### src/rtl/step_ctrl_pkg.sv
// Shared types and sizing helpers for the step clock controller.
package step_ctrl_pkg;

    typedef enum logic [1:0] {
        S_STEP = 2'd0,
        S_RUN  = 2'd1,
        S_HALT = 2'd2
    } step_state_t;

    localparam int DEBOUNCE_CYCLES_DEF = 1_000_000;
    localparam int RUN_DIV_DEF         = 25_000_000;
    localparam int CNT_W_DEF           = 16;

    // Bits needed for a counter running 0..n-1, never less than one.
    function automatic int cnt_width(input int n);
        return (n > 1) ? $clog2(n) : 1;
    endfunction

endpackage

### src/rtl/btn_debouncer.sv
// Two-flop synchronizer plus stability counter for an active-low pushbutton.
// Emits the debounced level and a one-cycle press strobe on its falling edge.
module btn_debouncer
    import step_ctrl_pkg::*;
#(
    parameter int DEBOUNCE_CYCLES = DEBOUNCE_CYCLES_DEF
) (
    input  logic clk,
    input  logic reset,
    input  logic btn_n,
    output logic btn_db,
    output logic press
);

    localparam int CW = cnt_width(DEBOUNCE_CYCLES);
    localparam logic [CW-1:0] CNT_LAST = CW'(DEBOUNCE_CYCLES - 1);

    logic          sync1_q;
    logic          sync2_q;
    logic          db_q;
    logic          db_prev_q;
    logic [CW-1:0] cnt_q;
    logic [CW-1:0] cnt_d;

    assign cnt_d = cnt_q + CW'(1);

    always_ff @(posedge clk) begin
        if (!reset) begin
            sync1_q   <= 1'b1;
            sync2_q   <= 1'b1;
            db_q      <= 1'b1;
            db_prev_q <= 1'b1;
            cnt_q     <= '0;
        end else begin
            sync1_q   <= btn_n;
            sync2_q   <= sync1_q;
            db_prev_q <= db_q;
            // Any sample agreeing with the accepted level restarts the stability window.
            if (sync2_q == db_q) begin
                cnt_q <= '0;
            end else if (cnt_q == CNT_LAST) begin
                db_q  <= sync2_q;
                cnt_q <= '0;
            end else begin
                cnt_q <= cnt_d;
            end
        end
    end

    assign btn_db = db_q;
    assign press  = db_prev_q & ~db_q;

endmodule

### src/rtl/step_clock_ctrl.sv
// Core clock-enable generator: single steps from a debounced button, periodic
// steps in run mode, all gated by the core's halt output.
module step_clock_ctrl
    import step_ctrl_pkg::*;
#(
    parameter int DEBOUNCE_CYCLES = DEBOUNCE_CYCLES_DEF,
    parameter int RUN_DIV         = RUN_DIV_DEF,
    parameter int CNT_W           = CNT_W_DEF
) (
    input  logic             clk,
    input  logic             reset,
    input  logic             btn_n,
    input  logic             run_sw,
    input  logic             halt,
    output logic             step_en,
    output logic [CNT_W-1:0] step_count,
    output logic             btn_db,
    output logic             mode_run
);

    localparam int DIV_W = cnt_width(RUN_DIV);
    localparam logic [DIV_W-1:0] DIV_LAST = DIV_W'(RUN_DIV - 1);
    localparam logic [DIV_W-1:0] DIV_ARM  = DIV_W'(RUN_DIV - 2);

    logic             press;
    logic             sw_sync1_q;
    logic             sw_sync2_q;
    step_state_t      state_q;
    logic [DIV_W-1:0] div_q;
    logic [DIV_W-1:0] div_d;
    logic             step_en_q;
    logic [CNT_W-1:0] count_q;
    logic [CNT_W-1:0] count_d;

    btn_debouncer #(
        .DEBOUNCE_CYCLES (DEBOUNCE_CYCLES)
    ) u_btn_debouncer (
        .clk    (clk),
        .reset  (reset),
        .btn_n  (btn_n),
        .btn_db (btn_db),
        .press  (press)
    );

    // halt kills a pulse in the very cycle it is raised, hence the gate after the register.
    assign step_en = step_en_q & ~halt;
    assign count_d = count_q + CNT_W'(step_en);
    assign div_d   = (div_q == DIV_LAST) ? '0 : div_q + DIV_W'(1);

    always_ff @(posedge clk) begin
        if (!reset) begin
            sw_sync1_q <= 1'b0;
            sw_sync2_q <= 1'b0;
            state_q    <= S_STEP;
            div_q      <= '0;
            step_en_q  <= 1'b0;
            count_q    <= '0;
        end else begin
            sw_sync1_q <= run_sw;
            sw_sync2_q <= sw_sync1_q;
            count_q    <= count_d;
            step_en_q  <= 1'b0;
            if (halt) begin
                state_q <= S_HALT;
                div_q   <= '0;
            end else begin
                unique case (state_q)
                    S_HALT: begin
                        state_q <= sw_sync2_q ? S_RUN : S_STEP;
                        div_q   <= '0;
                    end
                    S_STEP: begin
                        // A mode change swallows a coincident press.
                        if (sw_sync2_q) begin
                            state_q <= S_RUN;
                            div_q   <= '0;
                        end else begin
                            step_en_q <= press;
                        end
                    end
                    S_RUN: begin
                        if (!sw_sync2_q) begin
                            state_q <= S_STEP;
                            div_q   <= '0;
                        end else begin
                            div_q     <= div_d;
                            step_en_q <= (div_q == DIV_ARM);
                        end
                    end
                    default: begin
                        state_q <= S_STEP;
                        div_q   <= '0;
                    end
                endcase
            end
        end
    end

    assign step_count = count_q;
    assign mode_run   = (state_q == S_RUN);

endmodule

### config.mk
export PLATFORM = sky130hd
export DESIGN_NAME = step_clock_ctrl
export DESIGN_NICKNAME = d
export VERILOG_FILES = /design/src/rtl/step_ctrl_pkg.sv /design/src/rtl/btn_debouncer.sv /design/src/rtl/step_clock_ctrl.sv
export SDC_FILE = /design/constraint.sdc
export NUM_CORES = 1
export LEC_CHECK = 0
export CORE_MARGIN = 2
export CORE_UTILIZATION = 52
export CTS_CLUSTER_SIZE = 14
export DETAILED_ROUTE_END_ITERATION = 10
export DONT_BUFFER_PORTS = 1
export HOLD_SLACK_MARGIN = 0.15
export PLACE_DENSITY = 0.75
export SYNTH_ARGS = -nofsm -noshare
export SYNTH_HDL_FRONTEND = slang
export SYNTH_HIERARCHICAL = 1
export SYNTH_SLANG_ARGS = --single-unit
### constraint.sdc
create_clock -name clk -period 1.8 [get_ports clk]
set_input_delay 0.36 -clock clk [delete_from_list [all_inputs] [get_ports clk]]
set_output_delay 0.36 -clock clk [all_outputs]
set_load 0.03 [all_outputs]
==> flow_metrics.tcl, run 1 <==
set metrics [dict create \
    status "complete, but fails checks" \
    failed_checks "setup timing" \
    met2_usage_pct 42.3 \
    fin_tns_setup_ps -79.4 \
    worstPathRequired_ps 2040 \
    synthArstFlopShare_pct 0 \
    clk-insertion-delay-late_ps 350 \
    die_width_um 82.2 \
    port_buffers 0 \
    wirelength_um 7330 \
    worstPathMaxFanout 19 \
    die-area_um2 6760 \
    ys.flop_type "dfxtp_1" \
    final_util_pct 68.0 \
    track_usage_pct 23.7 \
    synth_edf_count 0 \
    final-max-slew-violation-count 0 \
    grt_pass1_wl_um 12300 \
    postSynthAreaPerCell_um2 8.86 \
    irDropWorstVdd_mv 0.747 \
    via_count 2861 \
    grt_pass1_vias 2798 \
    dp_slack_ps -61.8 \
    period_share_pct 101 \
    firstDrtPassIters 5 \
    skew_ps 6.46 \
    synthDistinctLibCells 43 \
    cp.arrival_ps 2050 \
    grt_start_max_net_pins 20 \
    drive_above_1_share_pct 24.2 \
    wl_per_cell_um 14.5 \
    syn2layout_area_growth_pct 26.6 \
    postRouteAntennaNets 0 \
    worstSetupPathType "reg2reg" \
    worstHoldPathType "in2reg" \
    clockRootBuffer "clkbuf_8" \
    leakage_nw 1.47 \
    drt-initial-drc-count 96 \
    clkSlewWorstSetupHoldPaths_ps 70 \
    syn_nets 369 \
    stdcell_area_um2 4030 \
    critPathLaunchType "flip-flop" \
    met3_usage_pct 6.52 \
    seq_area_frac_synth_pct 44.0 \
    start_util_pct 53.7 \
    hpwl_um 5070 \
    std_cell_rows 28 \
    top_usage_layer "met2" \
    max_freq_mhz 550 \
    cts_tree "done" \
    num-nets-final 435 \
    hold_violations 0 \
    fp.dieH_um 82.2 \
    ios 24 \
    synth_commonest_cells "dfxtp_1, nor2_1, nand2_1, nand3_1, xor2_1" \
    end_kind "flip-flop" \
    max-slew-margin-rel_pct 61.5 \
    met1_usage_pct 27.3 \
    rsz0062_at_grt "yes" \
    vias_per_cell 5.68 \
    core_um2 5920 \
    yosysTopAreaCell "dfxtp_1" \
    gp_congestion 0.858 \
    ys_ff_latch 70 \
    ys_top_cells_by_area "dfxtp_1, xor2_1, nor2_1" \
    power.density_nw_per_um2 738 \
    synth.most_common_cell "dfxtp_1" \
    fill_cells 455 \
    syn_inst 359 \
    yosysWarnings 6 \
    total_power_mw 2.97 \
    h-tree-depth 3 \
    antenna_found_initial 0 \
    grt_overflow 0 \
    netlist_area_um2 3180 \
    finalNonFillerCells 504 \
    drv_cap 0 \
    setup_ws_ps -17.7 \
    worst_slew_pin_slew_ps 576 \
    clock_path_buffers 2 \
    drc 0 \
    placed_cells 484 \
    cts_made_buffers 9 \
    cts_sinks 70 \
    yosysTopAreaCellShare_pct 44.0 \
    setup_viol 14 \
    layout_min_cycle_time_ps 1820 \
    n_antenna_cell 0 \
    post_dp_cell_area_um2 3720 \
    hold_ws_ps 159 \
]
## worst max-delay path: stages, from the launching register on
cell,delay (ps)
dfxtp_2,330
or4_1,510
or4_4,460
o21bai_4,180
buf_12,160
nor2_1,60
## per-layer routing
layer	vias up	wire (µm)
met2	53	3710
met1	1401	3250
met4	0	126
met5	-	0
met3	12	240
li1	1395	-
## worst paths after layout
check	startpoint	endpoint	slack, ps	depth (start not counted)
worst max-delay path	u_btn_debouncer/cnt_q[10]$_SDFF_PP0_	u_btn_debouncer/cnt_q[7]$_SDFF_PP0_	-20	5
worst min-delay path	reset	step_count[5]$_SDFF_PN0_	160	1
worst max register to register	u_btn_debouncer/cnt_q[10]$_SDFF_PP0_	u_btn_debouncer/cnt_q[7]$_SDFF_PP0_	-20	5
worst min register to register	u_btn_debouncer/sync1_q$_SDFF_PN1_	u_btn_debouncer/sync2_q$_SDFF_PN1_	410	1
## what timing repair did
item	4_1_cts	5_1_grt
resized for setup	6	10
setup endpoints to repair	36	45
gates cloned	0	0
pin swaps	1	3
endpoints found under the hold margin	19	0
buffers inserted	0	1
hold buffers	4	0
## kinds of logic (layout without fill, tap and decap cells)
logic type	Yosys count	count (layout)	synth area share, %
multiplexers	1	1	0.315
adder cells (fa/ha/maj)	5	5	1.97
flip-flops	70	70	44.0
XOR/XNOR	39	39	10.7
buffers and inverters	17	87	2.52
AO/OA/AOI/OAI	40	40	8.26
AND/OR/NAND/NOR	187	187	32.2
## state kept, by name (all words and copies together), names as in the netlist
register / count
div_q: 25
u_btn_debouncer/cnt_q: 20
step_count: 16
state_q: 2
step_en_q: 1
sw_sync1_q: 1
sw_sync2_q: 1
u_btn_debouncer/btn_db: 1
u_btn_debouncer/db_prev_q: 1
u_btn_debouncer/sync1_q: 1
u_btn_debouncer/sync2_q: 1
## cell usage in the layout, fill, tap and decap left out, types with 5 or more instances in the layout
cell type,netlist,final
inv_1,10,10
nor2_1,44,43
and3_1,6,5
xor2_1,25,25
nand4_1,17,17
or3_1,10,10
nand2_1,25,24
a21oi_1,10,10
or4_1,6,5
o21ai_0,12,11
nor3_1,8,8
clkbuf_8,0,9
and2_1,15,15
xnor2_1,14,14
dfxtp_2,0,8
dfxtp_1,70,62
nand3_1,25,25
buf_4,0,56
## power breakdown
part / switching, mW / internal (mW)
registers: 0.00707 / 1.56
clock network: 0.573 / 0.766
logic: 0.0370 / 0.0352
total: 0.617 / 2.36
## cell type report
cell class	count	area [µm²]	share of cell area, %
clock inverters	5	75.1	1.86
well taps	75	93.8	2.33
clock buffers	10	128	3.17
multi-input cells	272	1780	44.2
inverters	10	37.5	0.932
repair buffers	62	500	12.4
flip-flops and latches	70	1410	35.0
No activity file was read; power rests on OpenSTA's default activity.
==> run 2, diff against run 1 <==
--- a/config.mk
+++ b/config.mk
@@ -12,6 +12,7 @@
 export DONT_BUFFER_PORTS = 1
 export HOLD_SLACK_MARGIN = 0.15
 export PLACE_DENSITY = 0.75
+export SETUP_SLACK_MARGIN = 0.5
 export SYNTH_ARGS = -nofsm -noshare
 export SYNTH_HDL_FRONTEND = slang
 export SYNTH_HIERARCHICAL = 1
==> run 2 against run 1 <==
Effect of this change:
- cell area grew 9.7%
- flip-flop and latch count is the same
- sequential share of layout area shrank 2.3 points
- critical path depth grew 1
- critical endpoint is now div_q[0]$_SDFFE_PP0P_
- highest routed layer unchanged
- fmax shrank 4.4%
- the flow still finishes with violations (setup timing)
==> flow_metrics.tcl, run 2 (synthesis results as in run 1) <==
set metrics [dict create \
    status "complete, but fails checks" \
    failed_checks "setup timing" \
    num-nets-final 446 \
    clkSlewWorstSetupHoldPaths_ps 90 \
    core_um2 5920 \
    setup_viol 43 \
    critPathLaunchType "flip-flop" \
    setup_ws_ps -102 \
    gp_congestion 0.842 \
    max_stage_delay_ps 560 \
    track_usage_pct 24.0 \
    mostFrequentLayoutCells "buf_4, dfxtp_1, nor2_1, xor2_1, nand2_1" \
    path_buf_inv 1 \
    worstSetupPathType "reg2reg" \
    drive_above_1_share_pct 35.4 \
    die-area_um2 6760 \
    intPower_mw 2.18 \
    rr_startpoint "div_q[23]$_SDFFE_PP0P_" \
    power_frac_clock_pct 43.3 \
    cp_cell_sequence "or4_4 > nor4_4 > nand2_2 > o21bai_4 > buf_4 > nor3_1" \
    clockRootBuffer "clkbuf_8" \
    crit_family "simple AND/OR/NAND/NOR gates" \
    drt-initial-drc-count 225 \
    fill_cells 379 \
    via_count 2953 \
    hold_violations 0 \
    final_util_pct 74.6 \
    swShare_pct 24.5 \
    grt_overflow 0 \
    ios 24 \
    postRouteAntennaNets 0 \
    crit_path_top_delay_cell "or4_4" \
    drv_cap 0 \
    worstHoldPathType "in2reg" \
    rsz0062_at_grt "yes" \
    skew_ps 16.7 \
    n_antenna_cell 0 \
    max-slew-margin-rel_pct 52.1 \
    power.density_nw_per_um2 654 \
    worstPathMaxFanout 4 \
    cp.arrival_ps 2140 \
    syn2layout_area_growth_pct 38.8 \
    combPwrFrac_pct 2.9 \
    p_seq_share_pct 53.8 \
    clk-insertion-delay-late_ps 360 \
    end_kind "flip-flop" \
    wl_per_cell_um 16.7 \
    fp.dieH_um 82.2 \
    regMostFlops "div_q" \
    period_share_pct 106 \
    largest_reg_flops 25 \
    worst_slew_pin_slew_ps 716 \
    h-tree-depth 3 \
    grt_pass1_wl_um 12400 \
    irDropWorstVdd_mv 0.609 \
    critPathLaunch "div_q[23]$_SDFFE_PP0P_" \
    final_common_cell "buf_4" \
    die_width_um 82.2 \
    finalNonFillerCells 516 \
    leakage_nw 1.64 \
    switching_power_mw 0.708 \
    vias_per_cell 5.72 \
    layout_min_cycle_time_ps 1900 \
    hpwl_um 4870 \
    grt_start_max_net_pins 25 \
    placed_cells 479 \
    std_cell_rows 28 \
    cts_sinks 70 \
    firstDrtPassIters 4 \
    clock_path_buffers 2 \
    drc 0 \
    wirelength_um 8640 \
    grt_pass1_vias 2786 \
    cts_tree "done" \
    hold_start "reset" \
    worstPathRequired_ps 2040 \
    final-max-slew-violation-count 0 \
    antenna_found_initial 0 \
    cts_made_buffers 9 \
    port_buffers 0 \
    max_freq_mhz 526 \
    start_util_pct 53.7 \
]
==> run 2: cell types whose count changed in the layout (fill, tap and decap cells not counted), sizes merged <==
cell and delta:
inv +1, clkinv -1, bufinv -2, dlymetal6s4s +1, buf +11, dlygate4sd3 -1
clkinvlp +2, clkbuf +1
==> run 2: layout make-up <==
class | instances | area [µm²] | area share, %
tap | 75 | 93.8 | 2.12
clock inverter | 5 | 41.3 | 0.935
inverter | 10 | 37.5 | 0.850
clock buffer | 11 | 153 | 3.46
multi-input combinational | 272 | 2000 | 45.3
timing repair buffer | 73 | 646 | 14.6
sequential | 70 | 1450 | 32.7
==> run 2: final timing paths <==
| kind | end | slack, ps | cells past startpoint |
|---|---|---|---|
| worst max-delay path | div_q[0]$_SDFFE_PP0P_ | -100 | 6 |
| worst min-delay path | state_q[0]$_SDFFE_PP0P_ | 350 | 2 |
| worst max register to register | div_q[0]$_SDFFE_PP0P_ | -100 | 6 |
| worst min register to register | u_btn_debouncer/sync2_q$_SDFF_PN1_ | 420 | 1 |
==> run 2: per-stage QoR <==
stage          instance area [µm²]  setup TNS (ps)  total power, mW  worst slack (ps)  hold slack [ps]
5_1_grt                       4420           -4570             2.97              -131              372
6_report                      4420           -3080             2.89              -102              352
2_1_floorplan                 3340            -105             1.64             -9.93              386
3_3_place_gp                  3800           -12.0             1.66             -12.0              393
4_1_cts                       4200            -606             2.88             -27.1              334
3_5_place_dp                  3800            -281             1.66             -65.4              415
==> run 2: worst register-to-register path, cell delays in order, from the launching register on <==
cell	delay (ps)
dfxtp_2	340
or4_4	560
nor4_4	290
nand2_2	140
o21bai_4	210
buf_4	180
nor3_1	60
==> run 2: repair_timing <==
item                                    CTS  global route
hold buffers                              4             0
pin swaps                                17            18
buffers inserted                          9             8
endpoints found under the hold margin    24             0
gates resized for setup                  29            37
endpoints found under the setup margin   61            74
==> run 2: metal layers <==
layer,track usage (%),vias to the layer above,wire (µm)
met2,41.5,81,4450
met1,28.1,1429,3550
met4,8.67,0,261
met5,0,-,0
met3,6.96,29,377
li1,-,1414,-
==> run 2: power groups by stage <==
| stage | clock (mW) | sequential [mW] | combinational, mW |
|---|---|---|---|
| global placement | 0 | 1.60 | 0.0590 |
| floorplan | 0 | 1.60 | 0.0439 |
| CTS | 1.25 | 1.56 | 0.0778 |
| finish | 1.25 | 1.55 | 0.0834 |
| global route | 1.32 | 1.56 | 0.0885 |
| detailed placement | 0 | 1.60 | 0.0602 |
==> run 3, diff against run 2 <==
--- a/config.mk
+++ b/config.mk
@@ -6,12 +6,12 @@
 export NUM_CORES = 1
 export LEC_CHECK = 0
 export CORE_MARGIN = 2
-export CORE_UTILIZATION = 52
+export CORE_UTILIZATION = 25
 export CTS_CLUSTER_SIZE = 14
 export DETAILED_ROUTE_END_ITERATION = 10
 export DONT_BUFFER_PORTS = 1
 export HOLD_SLACK_MARGIN = 0.15
-export PLACE_DENSITY = 0.75
+export PLACE_DENSITY = 0.45
 export SETUP_SLACK_MARGIN = 0.5
 export SYNTH_ARGS = -nofsm -noshare
 export SYNTH_HDL_FRONTEND = slang
==> run 3 against run 2 <==
Effect of this change:
- the run now ends clean
- flip-flop and latch count unchanged
- sequential power about the same
- register-to-register slack better by 110 ps
- non-clock buffer count up 7
- clock skew down 12 ps
- sequential share of layout area down 2.2 points
- combinational power up 8.6%
- total power up 15%
- wire length down 11%
- fmax up 6.0%
- critical path depth down 1
- largest power group is now the clock network
==> flow_metrics.tcl, run 3 (synthesis results as in run 1) <==
set metrics [dict create \
    clkSlewWorstSetupHoldPaths_ps 50 \
    wl_met1_um 3590 \
    wl_met2_um 3820 \
    critPathLaunchType "flip-flop" \
    cts_tree "done" \
    ios 24 \
    hpwl_um 5370 \
    total_power_mw 3.31 \
    postRouteAntennaNets 0 \
    critPathLaunch "u_btn_debouncer/cnt_q[1]$_SDFF_PP0_" \
    rr_startpoint "u_btn_debouncer/cnt_q[1]$_SDFF_PP0_" \
    fp.dieH_um 117 \
    h-tree-depth 3 \
    regMostFlops "div_q" \
    power.density_nw_per_um2 706 \
    antenna_found_initial 0 \
    max-slew-margin-rel_pct 62.3 \
    highest_layer "met4" \
    wl_per_cell_um 12.4 \
    start_util_pct 25.4 \
    rsz0062_at_grt "yes" \
    irDropWorstVdd_mv 0.352 \
    max_freq_mhz 557 \
    core_um2 12500 \
    mostFrequentLayoutCells "buf_4, dfxtp_1, nor2_1, xor2_1, nand2_1" \
    num-nets-final 453 \
    drc 0 \
    drive_above_1_share_pct 36.9 \
    via_count 2803 \
    leakage_nw 1.69 \
    firstDrtPassIters 4 \
    fill_cells 1290 \
    worstHoldPathType "in2reg" \
    grt_pass1_vias 2803 \
    cts_sinks 70 \
    hold_start "reset" \
    syn2layout_area_growth_pct 47.4 \
    hold_violations 0 \
    max_stage_delay_ps 500 \
    track_usage_pct 12.2 \
    placed_cells 581 \
    vias_per_cell 4.53 \
    worstPathMaxFanout 5 \
    status "completed" \
    drt-initial-drc-count 131 \
    final_common_cell "buf_4" \
    cp_cell_sequence "ha_4 > and3_4 > or4b_4 > or4_4 > a21oi_2" \
    largest_reg_flops 25 \
    crit_path_top_delay_cell "or4b_4" \
    worst_slew_pin_slew_ps 563 \
    setup_viol 0 \
    period_share_pct 99.7 \
    gp_congestion 0.739 \
    power_frac_clock_pct 50.1 \
    combPwrFrac_pct 2.7 \
    die-area_um2 13600 \
    met3_length_um 164 \
    worstPathRequired_ps 2060 \
    switching_power_mw 0.676 \
    clk-insertion-delay-late_ps 330 \
    grt_pass1_wl_um 13100 \
    p_seq_share_pct 47.2 \
    intPower_mw 2.64 \
    finalNonFillerCells 619 \
    cts_made_buffers 9 \
    skew_ps 4.63 \
    final-max-slew-violation-count 0 \
    std_cell_rows 41 \
    grt_overflow 0 \
    clock_path_buffers 2 \
    swShare_pct 20.4 \
    die_width_um 117 \
    layout_min_cycle_time_ps 1790 \
    worstSetupPathType "reg2reg" \
    drv_cap 0 \
    clockRootBuffer "clkbuf_16" \
    end_kind "flip-flop" \
    cp.arrival_ps 2060 \
    wirelength_um 7680 \
    port_buffers 0 \
    n_antenna_cell 0 \
    grt_start_max_net_pins 17 \
]
==> run 3: final cells by class <==
class                      instances  area [µm²]  share of cell area (%)
sequential                        70        1430                    30.5
tap                              172         215                    4.59
clock buffer                      14         274                    5.84
timing repair buffer              80         688                    14.7
multi-input combinational        272        2040                    43.5
inverter                          10        37.5                   0.800
clock inverter                     1        5.00                   0.107
==> run 3: final timing paths <==
check,endpoint,slack (ps),cells after the start
max,u_btn_debouncer/cnt_q[18]$_SDFF_PP0_,6,5
min,step_count[8]$_SDFF_PN0_,180,1
max reg2reg,u_btn_debouncer/cnt_q[18]$_SDFF_PP0_,6,5
min reg2reg,u_btn_debouncer/sync2_q$_SDFF_PN1_,420,1
==> run 3: power by group through the flow <==
| stage | combinational [mW] | sequential (mW) | clock, mW |
|---|---|---|---|
| 3_5_place_dp | 0.0624 | 1.60 | 0 |
| 5_1_grt | 0.0993 | 1.56 | 1.79 |
| 3_3_place_gp | 0.0622 | 1.60 | 0 |
| 6_report | 0.0906 | 1.56 | 1.66 |
| 4_1_cts | 0.0834 | 1.56 | 1.71 |
| 2_1_floorplan | 0.0439 | 1.60 | 0 |
==> run 3: through the flow <==
step | hold slack, ps | instance area, µm² | setup TNS [ps] | utilization [%] | setup WS, ps
after floorplan | 386 | 3340 | -105 | - | -9.93
after global placement | 396 | 3960 | -142 | 31.7 | -26.5
after detailed placement | 408 | 3960 | -464 | 31.7 | -93.3
after CTS | 150 | 4480 | 0 | 35.8 | 10.9
after global routing | 166 | 4690 | -1670 | 37.5 | -68.7
final | 181 | 4690 | 0 | 37.5 | 5.86
==> run 3: layer usage <==
metal | vias to the layer above | GRT usage (%)
li1 | 1435 | -
met1 | 1336 | 14.8
met2 | 21 | 21.0
met3 | 11 | 3.09
met4 | 0 | 4.71
met5 | - | 0
==> run 3: critical path: cells and delay by family, from the launching register on <==
family	cells	cell delay (ps)
adders and majority gates	1	130
DFF	1	360
and+or+nand+nor	3	1110
AOI/OAI and AO/OA	1	120
==> run 3: repair_timing <==
item | in CTS | in global routing
setup buffers | 12 | 7
hold endpoints to repair | 16 | 0
hold buffers | 4 | 0
pin swaps | 22 | 12
gates cloned | 0 | 0
resized for setup | 28 | 37
endpoints found under the setup margin | 60 | 62
